$ cat src/rtl/fft_cmul_round_sat.sv
// Complex twiddle-product combiner: sums the four DSP partial products, rounds half-to-even,
// saturates to OUT_W and streams out with full backpressure plus overflow statistics.
module fft_cmul_round_sat_rnd #(
  parameter int PROD_W = 41,
  parameter int OUT_W  = 16,
  parameter int SHIFT  = 24
) (
  input  logic signed [PROD_W:0]  i_s,
  output logic signed [OUT_W-1:0] o_q,
  output logic                    o_sat
);
  // PROD_W+2-SHIFT bits hold floor(S/2^SHIFT)+1 without wrapping
  localparam int RW = PROD_W + 2 - SHIFT;
  localparam logic signed [RW-1:0] MAXV = RW'((64'sd1 <<< (OUT_W-1)) - 64'sd1);
  localparam logic signed [RW-1:0] MINV = -MAXV - RW'(1);

  logic signed [RW-1:0] w_t, w_r;
  logic [SHIFT-1:0]     w_f, w_half;
  logic                 w_up;

  always_comb begin
    w_t    = RW'(i_s >>> SHIFT);
    w_f    = i_s[SHIFT-1:0];
    w_half = '0;
    w_half[SHIFT-1] = 1'b1;
    w_up   = (w_f > w_half) || ((w_f == w_half) && w_t[0]);
    w_r    = w_t + RW'(w_up);
    o_q    = w_r[OUT_W-1:0];
    o_sat  = 1'b0;
    if (w_r > MAXV) begin
      o_q   = MAXV[OUT_W-1:0];
      o_sat = 1'b1;
    end else if (w_r < MINV) begin
      o_q   = MINV[OUT_W-1:0];
      o_sat = 1'b1;
    end
  end
endmodule

module fft_cmul_round_sat #(
  parameter int PROD_W = 41,
  parameter int OUT_W  = 16,
  parameter int SHIFT  = 24,
  parameter int CNT_W  = 16
) (
  input  logic                     ap_clk,
  input  logic                     ap_rst_n,
  input  logic                     s_valid,
  output logic                     s_ready,
  input  logic                     s_last,
  input  logic signed [PROD_W-1:0] p_rr,
  input  logic signed [PROD_W-1:0] p_ii,
  input  logic signed [PROD_W-1:0] p_ri,
  input  logic signed [PROD_W-1:0] p_ir,
  output logic                     m_valid,
  input  logic                     m_ready,
  output logic signed [OUT_W-1:0]  m_re,
  output logic signed [OUT_W-1:0]  m_im,
  output logic                     m_last,
  output logic                     m_ovf,
  output logic                     ovf_sticky,
  output logic [CNT_W-1:0]         ovf_count,
  input  logic                     ovf_clr
);
  localparam int NUM_LANES = 2;   // lane 0 = real, lane 1 = imaginary

  logic                                r_s1_v, r_s1_last;
  logic [NUM_LANES-1:0][PROD_W:0]      r_s;
  logic [NUM_LANES-1:0][OUT_W-1:0]     w_q;
  logic [NUM_LANES-1:0]                w_sat;
  logic                                w_ld1, w_ld2, w_ovf_nxt;

  assign w_ld2     = !m_valid || m_ready;
  assign w_ld1     = !r_s1_v || w_ld2;
  assign s_ready   = w_ld1;
  assign w_ovf_nxt = r_s1_v && (|w_sat);

  for (genvar g = 0; g < NUM_LANES; g++) begin : g_lane
    fft_cmul_round_sat_rnd #(.PROD_W(PROD_W), .OUT_W(OUT_W), .SHIFT(SHIFT)) u_rnd (
      .i_s   (r_s[g]),
      .o_q   (w_q[g]),
      .o_sat (w_sat[g])
    );
  end

  always_ff @(posedge ap_clk or negedge ap_rst_n) begin
    if (!ap_rst_n) begin
      r_s1_v    <= 1'b0;
      r_s1_last <= 1'b0;
      r_s       <= '0;
    end else if (w_ld1) begin
      r_s1_v    <= s_valid;
      r_s1_last <= s_last;
      r_s[0]    <= {p_rr[PROD_W-1], p_rr} - {p_ii[PROD_W-1], p_ii};
      r_s[1]    <= {p_ri[PROD_W-1], p_ri} + {p_ir[PROD_W-1], p_ir};
    end
  end

  always_ff @(posedge ap_clk or negedge ap_rst_n) begin
    if (!ap_rst_n) begin
      m_valid <= 1'b0;
      m_re    <= '0;
      m_im    <= '0;
      m_last  <= 1'b0;
      m_ovf   <= 1'b0;
    end else if (w_ld2) begin
      m_valid <= r_s1_v;
      m_re    <= w_q[0];
      m_im    <= w_q[1];
      m_last  <= r_s1_last;
      m_ovf   <= w_ovf_nxt;
    end
  end

  // clear wins over a coincident overflow event
  always_ff @(posedge ap_clk or negedge ap_rst_n) begin
    if (!ap_rst_n) begin
      ovf_sticky <= 1'b0;
      ovf_count  <= '0;
    end else if (ovf_clr) begin
      ovf_sticky <= 1'b0;
      ovf_count  <= '0;
    end else if (w_ld2 && w_ovf_nxt) begin
      ovf_sticky <= 1'b1;
      if (ovf_count != '1) ovf_count <= ovf_count + CNT_W'(1);
    end
  end
endmodule

$ cat config.mk
export PLATFORM = sky130hd
export DESIGN_NAME = fft_cmul_round_sat
export DESIGN_NICKNAME = d
export VERILOG_FILES = /design/src/rtl/fft_cmul_round_sat.sv
export SDC_FILE = /design/constraint.sdc
export NUM_CORES = 1
export LEC_CHECK = 0
export ABC_AREA = 1
export BUFFER_PORTS_ARGS = -buffer_cell sky130_fd_sc_hd__buf_2
export CORE_UTILIZATION = 50
export DETAILED_ROUTE_END_ITERATION = 16
export PLACE_DENSITY = 0.75
export REMOVE_ABC_BUFFERS = 1
export SLEW_MARGIN = 40
export SYNTH_ARGS = -nofsm -noshare
export SYNTH_HDL_FRONTEND = slang
export SYNTH_SLANG_ARGS = --single-unit
$ cat constraint.sdc
create_clock -name ap_clk -period 2.85 [get_ports ap_clk]
set_input_delay 0.7125 -clock ap_clk [delete_from_list [all_inputs] [get_ports ap_clk]]
set_output_delay 0.7125 -clock ap_clk [all_outputs]
set_load 0.03 [all_outputs]
==> flow_summary.toml, run 1 <==
[cells_and_area]
n_fill_cell = 2236
area_delta_synth_final_pct = 27.5
final-seq-area_um2 = 3450
commonest_non_fill_non_tap_cell_in_the_layout = "nand2_1"
summed_area_of_non_filler_cells_in_the_final_layout_um2 = 16100
stdcell_count = 2639
fraction_of_the_core_area_covered_by_cells_at_the_end_of_the_flow_pct = 65.6
layout.nets = 2559
multi_input_comb_area_um2 = 8360
layout_common_cells = "nand2_1, inv_1, nor2_1"
fraction_of_layout_instances_using_a_drive_strength_above_1_pct = 21.9

[setup_path]
worstSetupStartpointType = "flop"
worst-endpoint-arrival_ns = 3.46
critical_setup_path_kind = "flop to flop"
worst-endpoint-required_ns = 3.21
crit_end_element = "flop"
critical_path.max_fanout = 4

[grt]
grt.met1_usage_pct = 47.1
grt_start_max_net_pins = 91
grt.met3_usage_pct = 4.83
via_count_of_the_first_global_routing_pass = 13900
grt_antenna_before_repair = 0
grt.overflow.total = 0
most_used_routing_layer_in_global_routing = "met2"
grt_util_all_layers_pct = 33.4
grt_use_met2_pct = 52.2
grt_first_pass_wirelength_um = 69200

[floorplanning]
core_area_um2 = 24500
chipWidth_um = 161
rows = 57
design.portCount = 223
die-area_um2 = 25900
die_y_um = 161
floorplan.initialDensity_pct = 51.5

[status]
failed_checks = "setup timing"
run_status = "complete, but fails checks"

[power_and_ir_drop]
vdd_drop_max_v = 0.000382
finalPower_mw = 8.59
leakagePower_nw = 8.06
power.density_cell_area_nw_per_um2 = 534

[timing]
min_period_over_period_pct = 109
hold_viol = 0
report.final.slew_viol_count = 0
worst_pin_slew_ns = 0.617
achievable-frequency_mhz = 323
finClkSkew_ns = 0.0233
max_slew_margin_pct = 58.9
final_setup_violations = 47
unrepaired_setup_endpoints_after_global_routing = "yes"
min_cycle_time_layout_ns = 3.10
final.hold.worst_slack_ns = 0.261
post-route-worst-setup-slack_ns = -0.250

[synthesis]
synth_seq_cells = 138
post_synthesis_cell_area_um2 = 12600
synth_edf_count = 0
synthDistinctLibCells = 45
yosysWarnings = 0
synth_seq_area_share_pct = 27.3
ys.flop_type = "dfrtp_1"
syn-instance-count = 1964
synthArstFlopShare_pct = 100
syn-mean-instance-area_um2 = 6.43

[cts]
root_buffer = "clkbuf_16"
tritoncts = "yes"
cts.path.max_buffers = 2
cts_sinks = 138
clock_tree.htree_level_count = 4
cts.clk_slew.worst_paths_ns = 0.08
worstSkewPairLatency_ns = 0.44
cts-buffers-inserted = 17

[route]
first_pass_iteration_count_of_the_detailed_router = 7
vias_per_cell = 5.55
wire_per_inst_um = 16.3
final_wirelength_um = 43000
antenna_violating_nets_post_route = 0
drt_iter0_drc = 1341
via_count = 14600
remaining_drc_errors = 0

[worst_hold_path]
min-delay-path-class = "input pin to asynchronous set/reset pin"

[placed_design]
dp.cells = 2570
placed_cell_area_um2 = 14700
dp.final_hpwl_um = 33700
buffer_ports.inserted = 222
gp_routability_congestion = 1.01

[run]
drv_cap = 0
worst max-delay path, stage by stage, from the launching register on:
cell	delay (ns)
dfrtp_1	0.40
nor4_2	0.31
nand4_1	0.23
o31ai_1	0.26
buf_4	0.17
inv_2	0.04
ha_4	0.16
buf_6	0.12
inv_4	0.05
nor2_4	0.04
nand2_4	0.08
nor3_2	0.06
nor2_2	0.21
buf_4	0.16
o21ai_4	0.06
nand2_2	0.09
nor2_4	0.05
nor2_4	0.15
buf_6	0.14
nand4_1	0.12
nand2_1	0.12
metal layers:
layer,wire length (um),up-vias
li1,-,7132
met1,19200,6692
met2,19100,713
met3,3510,104
met4,1180,0
met5,0,-
synth_stat cells (21+ instances only):
master	n	area, um2
nand2_1	476	1790
inv_1	283	1060
nor2_1	245	920
o21ai_0	140	701
dfrtp_1	138	3450
nand3_1	137	686
a21oi_1	124	621
ha_1	87	1090
a31oi_1	40	250
nand4_1	40	250
xor2_1	36	315
nor3_1	31	155
xnor2_1	29	254
clkbuf_1	21	78.8
o21bai_1	21	158
timing repair:
item / CTS / global route
cloned: 2 / 0
gates resized for setup: 60 / 62
pin swaps: 35 / 45
hold buffers: 0 / 0
setup buffers: 30 / 13
endpoints found under the setup margin: 48 / 48
hold endpoints to repair: 0 / 0
path summary, 6_finish.rpt:
path | startpoint | end | slack (ns) | cells after the start
min | ap_rst_n | m_re[7]$_DFFE_PN0P_ | 0.26 | 1
min in group ap_clk | ovf_clr | ovf_sticky$_DFFE_PN0P_ | 0.46 | 2
min reg2reg | r_s1_last$_DFFE_PN0P_ | r_s1_last$_DFFE_PN0P_ | 0.48 | 2
max | r_s[12]$_DFFE_PN0P_ | ovf_count[0]$_DFFE_PN0P_ | -0.25 | 20
max reg2reg | r_s[12]$_DFFE_PN0P_ | ovf_count[0]$_DFFE_PN0P_ | -0.25 | 20
max in group asynchronous | ap_rst_n | ovf_count[14]$_DFFE_PN0P_ | 1.92 | 2
cells by family (layout without fill, tap and decap cells):
family / count (synthesis) / count (layout) / synth area share, %
and+or+nand+nor: 995 / 996 / 33.8
AOI/OAI and AO/OA: 357 / 357 / 15.7
buffers and inverters: 320 / 668 / 9.77
DFF: 138 / 138 / 27.3
adders and majority gates: 89 / 89 / 8.94
xor gates and xnor gates: 65 / 65 / 4.51
other: 0 / 2 / 0
where the power goes:
group	switching [mW]	leakage [nW]	total, mW	internal (mW)
clock	1.07	0.293	2.32	1.26
combinational	2.19	6.13	3.55	1.36
sequential	0.351	1.63	2.72	2.37
total	3.61	8.06	8.59	4.98
stage by stage:
stage,setup TNS (ns),worst slack (ns)
after global routing,-9.87,-0.326
final,-6.19,-0.250
after floorplan,-206.46,-3.15
after CTS,-4.84,-0.167
after global placement,-9.40,-0.253
after detailed placement,-12.13,-0.322
sequential cells by signal, summed over array words and instances, names as in the netlist:
register    cells
ovf_count      16
m_re           16
ovf_sticky      1
r_s            84
r_s1_last       1
m_valid         1
r_s1_v          1
m_im           16
m_ovf           1
m_last          1
area by class of cell:
type | instances | area share (%)
antenna | 2 | 0.0311
clock buffer | 17 | 2.64
clock inverter | 15 | 1.10
inverter | 288 | 6.76
multi-input combinational | 1507 | 51.9
sequential | 138 | 21.5
tap | 324 | 2.52
timing repair buffer | 348 | 13.6
Power figures use the tool's default switching activity.
==> run 2: changes to the inputs <==
--- a/config.mk
+++ b/config.mk
@@ -9,3 +9,5 @@
 export BUFFER_PORTS_ARGS = -buffer_cell sky130_fd_sc_hd__buf_2
+export CAP_MARGIN = 20
 export CORE_UTILIZATION = 50
+export CTS_BUF_LIST = sky130_fd_sc_hd__clkbuf_4
 export DETAILED_ROUTE_END_ITERATION = 16
==> constraint.sdc (replaced) <==
create_clock -name ap_clk -period 2.85 [get_ports ap_clk]
set_input_delay 0.1425 -clock ap_clk [delete_from_list [all_inputs] [get_ports ap_clk]]
set_output_delay 0.1425 -clock ap_clk [all_outputs]
set_load 0.03 [all_outputs]
==> run 2 against run 1 <==
Effect of this change:
- the flow still finishes with violations (setup timing)
- global-route usage down 1.4 points
- via count down 3.8%
- critical path type unchanged
- cell count down 2.1%
- highest routed layer unchanged
- largest cell class unchanged
==> flow_summary.toml, run 2 (synthesized netlist as in run 1, its figures left out) <==
[grt]
grt_start_max_net_pins = 91
grt_antenna_before_repair = 1
grt_first_pass_wirelength_um = 66400
grt.overflow.total = 0
via_count_of_the_first_global_routing_pass = 13400
grt_util_all_layers_pct = 32.0

[route]
top_layer = "met4"
wire_per_inst_um = 15.9
final_wirelength_um = 41000
via_count = 14100
remaining_drc_errors = 0
routed-wl-met3_um = 3140
first_pass_iteration_count_of_the_detailed_router = 6
antenna_violating_nets_post_route = 0
route.layer.met1.wl_um = 18900
vias_per_cell = 5.45
drt_iter0_drc = 1193
wl_met2_um = 18100

[setup_path]
critical_path.most_common_cell = "nand2_2"
critical_setup_path_kind = "flop to flop"
worstSetupStartpointType = "flop"
worst-endpoint-arrival_ns = 3.54
r2r_setup_slack_ns = -0.25
critical_path.max_fanout = 8
worst-endpoint-required_ns = 3.29
cp_cell_sequence = "nor4_2 -> nand4_1 -> o31ai_2 -> inv_1 -> ha_4 -> ha_4 -> nand2_4 -> nor2_2 -> nand2_2 -> o21ai_1 -> nand2_2 -> inv_1 -> a21oi_2 -> a21oi_2 -> nand2_2 -> nand3_4 -> nand3_1 -> nand2_1"
cpPeakStageDelay_ns = 0.42
critical-path-slowest-cell = "dfrtp_1"
crit_end_element = "flop"

[timing]
fin_tns_setup_ns = -5.62
unrepaired_setup_endpoints_after_global_routing = "yes"
max_slew_margin_pct = 48.3
report.final.slew_viol_count = 0
min_period_over_period_pct = 109
final.hold.worst_slack_ns = 0.0437
finClkSkew_ns = 0.0318
final_setup_violations = 44
post-route-worst-setup-slack_ns = -0.252
achievable-frequency_mhz = 322
hold_viol = 0
worst_pin_slew_ns = 0.776
min_cycle_time_layout_ns = 3.10

[cells_and_area]
fraction_of_layout_instances_using_a_drive_strength_above_1_pct = 18.7
layout_common_cells = "nand2_1, inv_1, nor2_1"
commonest_non_fill_non_tap_cell_in_the_layout = "nand2_1"
summed_area_of_non_filler_cells_in_the_final_layout_um2 = 15300
largest-register = "r_s"
area_delta_synth_final_pct = 20.8
largest_reg_flops = 84
layout.nets = 2504
stdcell_count = 2583
fraction_of_the_core_area_covered_by_cells_at_the_end_of_the_flow_pct = 62.2

[power_and_ir_drop]
vdd_drop_max_v = 0.000333
power.density_cell_area_nw_per_um2 = 481
leakagePower_nw = 7.60
finalPower_mw = 7.34

[floorplanning]
design.portCount = 223
floorplan.initialDensity_pct = 51.5
chipWidth_um = 161
core_area_um2 = 24500
rows = 57
die-area_um2 = 25900
die_y_um = 161

[cts]
root_buffer = "clkbuf_4"
cts.path.max_buffers = 2
worstSkewPairLatency_ns = 0.57
clock_tree.htree_level_count = 4
cts-buffers-inserted = 17
cts_sinks = 138
tritoncts = "yes"
cts.clk_slew.worst_paths_ns = 0.15

[worst_hold_path]
min-delay-path-class = "input pin to flop"

[placed_design]
buffer_ports.inserted = 222
placed_cell_area_um2 = 14400
dp.cells = 2523
dp.final_hpwl_um = 33000
gp_routability_congestion = 0.997
dp_worst_setup_slack_ns = -0.381

[run]
drv_cap = 0

[status]
run_status = "complete, but fails checks"
failed_checks = "setup timing"
==> run 2: cell types whose count changed in the layout (fill, tap and decap cells not counted), sizes merged <==
cell / previous run / this run
clkinvlp: 1 / 4
buf: 348 / 283
diode: 2 / 1
clkbuf: 17 / 18
dlygate4sd3: 0 / 9
inv: 297 / 294
==> run 2: layout make-up <==
class | count | area [um2]
diodes | 1 | 2.50
clock buffers | 17 | 128
clock inverters | 15 | 140
fillers | 2381 | 9280
inverters | 288 | 1090
multi-input cells | 1507 | 8280
flip-flops and latches | 138 | 3450
well taps | 324 | 405
repair buffers | 293 | 1760
==> run 2: power breakdown <==
part           total, mW  switching (mW)  internal (mW)  leakage, nW
logic               3.34            2.12           1.22         5.83
registers           2.70           0.339           2.36         1.63
clock network       1.30           0.850          0.448        0.137
total               7.34            3.31           4.03         7.60
==> run 2: layer usage <==
metal  up-vias  GRT usage [%]
met3        72           4.67
met2       596           50.6
li1       6992              -
met1      6424           45.4
met4         0           8.53
met5         -              0
==> run 2: timing repair <==
| item | in CTS | in global routing |
|---|---|---|
| hold buffers | 9 | 0 |
| endpoints found under the setup margin | 48 | 48 |
| pin swaps | 29 | 34 |
| endpoints found under the hold margin | 92 | 0 |
| gates cloned | 1 | 1 |
| gates resized for setup | 51 | 44 |
| buffers inserted | 15 | 7 |
==> run 2: worst max-delay path: cells and delay by family (launching register included) <==
kind,cells,cell delay [ns]
compound gates,4,0.66
fa+ha+maj,2,0.36
buf+inv,2,0.20
flops,1,0.42
simple gates,10,1.36
==> run 2: worst paths after layout <==
kind,startpoint,end,depth (start not counted)
max in group asynchronous,ap_rst_n,ovf_count[11]$_DFFE_PN0P_,3
setup / recovery,r_s[12]$_DFFE_PN0P_,ovf_count[11]$_DFFE_PN0P_,18
setup reg to reg,r_s[12]$_DFFE_PN0P_,ovf_count[11]$_DFFE_PN0P_,18
hold / removal,p_ir[1],r_s[43]$_DFFE_PN0P_,4
min in group asynchronous,ap_rst_n,m_ovf$_DFFE_PN0P_,2
hold reg to reg,r_s1_last$_DFFE_PN0P_,m_last$_DFFE_PN0P_,2
==> run 3: changes to the inputs <==
- SYNTH_HIERARCHICAL: not set -> 1
==> run 3 against run 2 <==
Effect of this change:
- the flow finishes with violations (hold timing, setup timing)
- sequential power increased by 2%
- cell count rose by 3.9%
- synthesized area increased by 4.4%
- first-iteration DRC count shrank 21%
- critical path type unchanged
- highest routed layer unchanged
==> flow_summary.toml, run 3 <==
[synthesis]
yosys.area_share.adder_pct = 8.56
synth_xor_area_share_pct = 4.78
synth_edf_count = 0
synth.most_common_cell = "nand2_1"
syn-instance-count = 2077
synth_simple_gate_area_share_pct = 39.6
compound_cell_area_share_of_the_yosys_netlist_pct = 7.12
synthDominantAreaCellType = "dfrtp_1"
synth_top_family_by_area = "simple AND/OR/NAND/NOR gates"
syn-mean-instance-area_um2 = 6.35
synthDistinctLibCells = 46
yosysWarnings = 6
post_synthesis_cell_area_um2 = 13200
synthTopCellsByCount = "nand2_1, inv_1, nor2_1"
synth_seq_area_share_pct = 26.2
synthArstFlopShare_pct = 100
ys.flop_type = "dfrtp_1"
post_synth_main_area_contributors = "dfrtp_1, nand2_1, inv_1, ha_1, nor2_1"
synthDominantCellAreaShare_pct = 26.2
synth.area.mux_share_pct = 2.82
synth_seq_cells = 138

[setup_path]
critical_setup_path_kind = "flop to flop"
reg2regPathDepth = 20
critPathLaunch = "r_s[43]$_DFFE_PN0P_"
crit_end_element = "flop"
worst-endpoint-required_ns = 3.31
worstSetupStartpointType = "flop"
reg2reg_from = "r_s[43]$_DFFE_PN0P_"
critical_path.max_fanout = 5
worst-endpoint-arrival_ns = 3.48

[timing]
min_cycle_time_layout_ns = 3.02
final_setup_violations = 16
report.final.slew_viol_count = 0
hold_viol = 7
worst_pin_slew_ns = 0.661
finClkSkew_ns = 0.0331
unrepaired_setup_endpoints_after_global_routing = "yes"
min_period_over_period_pct = 106
final.hold.worst_slack_ns = -0.170
max_slew_margin_pct = 55.9
achievable-frequency_mhz = 332
fin_tns_setup_ns = -1.90
post-route-worst-setup-slack_ns = -0.165

[cells_and_area]
fraction_of_layout_instances_using_a_drive_strength_above_1_pct = 19.1
stdcell_count = 2684
layout_common_cells = "nand2_1, inv_1, buf_2"
largest-register = "r_s"
commonest_non_fill_non_tap_cell_in_the_layout = "nand2_1"
fraction_of_the_core_area_covered_by_cells_at_the_end_of_the_flow_pct = 59.0
summed_area_of_non_filler_cells_in_the_final_layout_um2 = 15300
area_delta_synth_final_pct = 16.4
n_fill_cell = 2607
largest_reg_flops = 84
layout.nets = 2594

[cts]
cts_hold_buf = 10
cts.clk_slew.worst_paths_ns = 0.14
cts_sinks = 138
root_buffer = "clkbuf_4"
tritoncts = "yes"
worstSkewPairLatency_ns = 0.56
clock_tree.htree_level_count = 4
cts.path.max_buffers = 2
cts-buffers-inserted = 17

[placed_design]
dp.final_hpwl_um = 29900
placed_cell_area_um2 = 14800
dp_worst_setup_slack_ns = -0.503
buffer_ports.inserted = 222
dp.cells = 2635
gp_routability_congestion = 0.994

[floorplanning]
die_y_um = 164
design.portCount = 223
rows = 59
chipWidth_um = 164
die-area_um2 = 27000
core_area_um2 = 26000
floorplan.initialDensity_pct = 50.7

[route]
final_wirelength_um = 36500
first_pass_iteration_count_of_the_detailed_router = 6
antenna_violating_nets_post_route = 0
via_count = 13500
remaining_drc_errors = 0
vias_per_cell = 5.03
drt_iter0_drc = 937
wire_per_inst_um = 13.6

[grt]
grt_start_max_net_pins = 123
grt_antenna_before_repair = 1
grt_util_all_layers_pct = 27.8
grt_first_pass_wirelength_um = 59900
grt.overflow.total = 0
via_count_of_the_first_global_routing_pass = 12500

[worst_hold_path]
hold_path_depth = 2
min-delay-path-class = "input pin to flop"
min_from = "ovf_clr"

[power_and_ir_drop]
power.density_cell_area_nw_per_um2 = 481
switching_fraction_of_total_power_pct = 44.4
power.internal_mw = 4.10
leakagePower_nw = 8.59
p_seq_share_pct = 37.4
finalPower_mw = 7.37
power_switching_mw = 3.28
comb_power_share_pct = 45.6
power_frac_clock_pct = 17.0
vdd_drop_max_v = 0.000591

[run]
drv_cap = 0

[status]
run_status = "complete, but fails checks"
failed_checks = "hold timing, setup timing"
-- run 3: cell count changes after synthesis, sizes merged, moves of 13 or more --
| cell | change |
|---|---|
| inv | +43 |
| nor2 | -63 |
| nand4 | -30 |
| xnor2 | +13 |
| nand3 | -27 |
| nand2 | +348 |
| mux2 | +33 |
| o21ai | -80 |
| a21oi | -57 |
| nand3b | +21 |
| nor3 | -18 |
| a31oi | -33 |
-- run 3: cell families after synthesis --
group / after synthesis
buffers and inverters: 360
DFF: 138
xor gates and xnor gates: 72
AOI/OAI and AO/OA: 167
adders and majority gates: 89
muxes: 33
and+or+nand+nor: 1218
-- run 3: critical path, stage by stage, from the launching register on --
cell and delay [ns]:
dfrtp_1 0.43, nor4_4 0.30, nand4_1 0.17, o21ai_1 0.16, inv_1 0.08, ha_4 0.17, ha_4 0.17, nand2_4 0.07
nor2_4 0.04, nand2_4 0.07, nor2_2 0.04, nand2_1 0.06, nand2_2 0.08, nand3_2 0.10, nand2_4 0.05, nand2_2 0.06
o211ai_1 0.12, o21bai_4 0.24, buf_6 0.14, buf_4 0.13, o31ai_1 0.24
-- run 3: per-layer routing --
| layer | global-route usage, % | wire [um] |
|---|---|---|
| met5 | 0 | 0 |
| met4 | 6.06 | 366 |
| met3 | 2.75 | 1990 |
| met2 | 45.5 | 16400 |
| met1 | 39.3 | 17700 |
-- run 3: repair_timing --
action | CTS | global route
gates resized for setup | 23 | 9
endpoints found under the setup margin | 48 | 46
setup buffers | 7 | 1
pin swaps | 9 | 6
hold endpoints to repair | 83 | 7
-- run 3: cell type report --
class	instances	area [um2]	area share [%]
Timing Repair Buffer	267	1530	9.97
Clock buffer	17	128	0.832
Antenna cell	1	2.50	0.0163
Tap cell	335	419	2.73
Clock inverter	15	139	0.905
Multi-Input combinational cell	1579	8420	54.9
Inverter	332	1250	8.13
Sequential cell	138	3450	22.5
-- run 3: final timing paths --
kind,endpoint,slack [ns]
min,ovf_count[12]$_DFFE_PN0P_,-0.17
max in group asynchronous,r_s[33]$_DFFE_PN0P_,1.95
max reg2reg,ovf_count[11]$_DFFE_PN0P_,-0.17
min in group asynchronous,r_s[78]$_DFFE_PN0P_,0.14
max,ovf_count[11]$_DFFE_PN0P_,-0.17
min reg2reg,r_s[83]$_DFFE_PN0P_,0.50
-- run 3: power groups by stage --
stage	clock network [mW]	logic, mW	registers (mW)
after floorplan	0	1.92	3.05
after global placement	0	3.23	2.74
after detailed placement	0	3.28	2.77
after CTS	1.27	3.35	2.74
after global routing	1.37	3.74	2.82
final	1.25	3.36	2.76
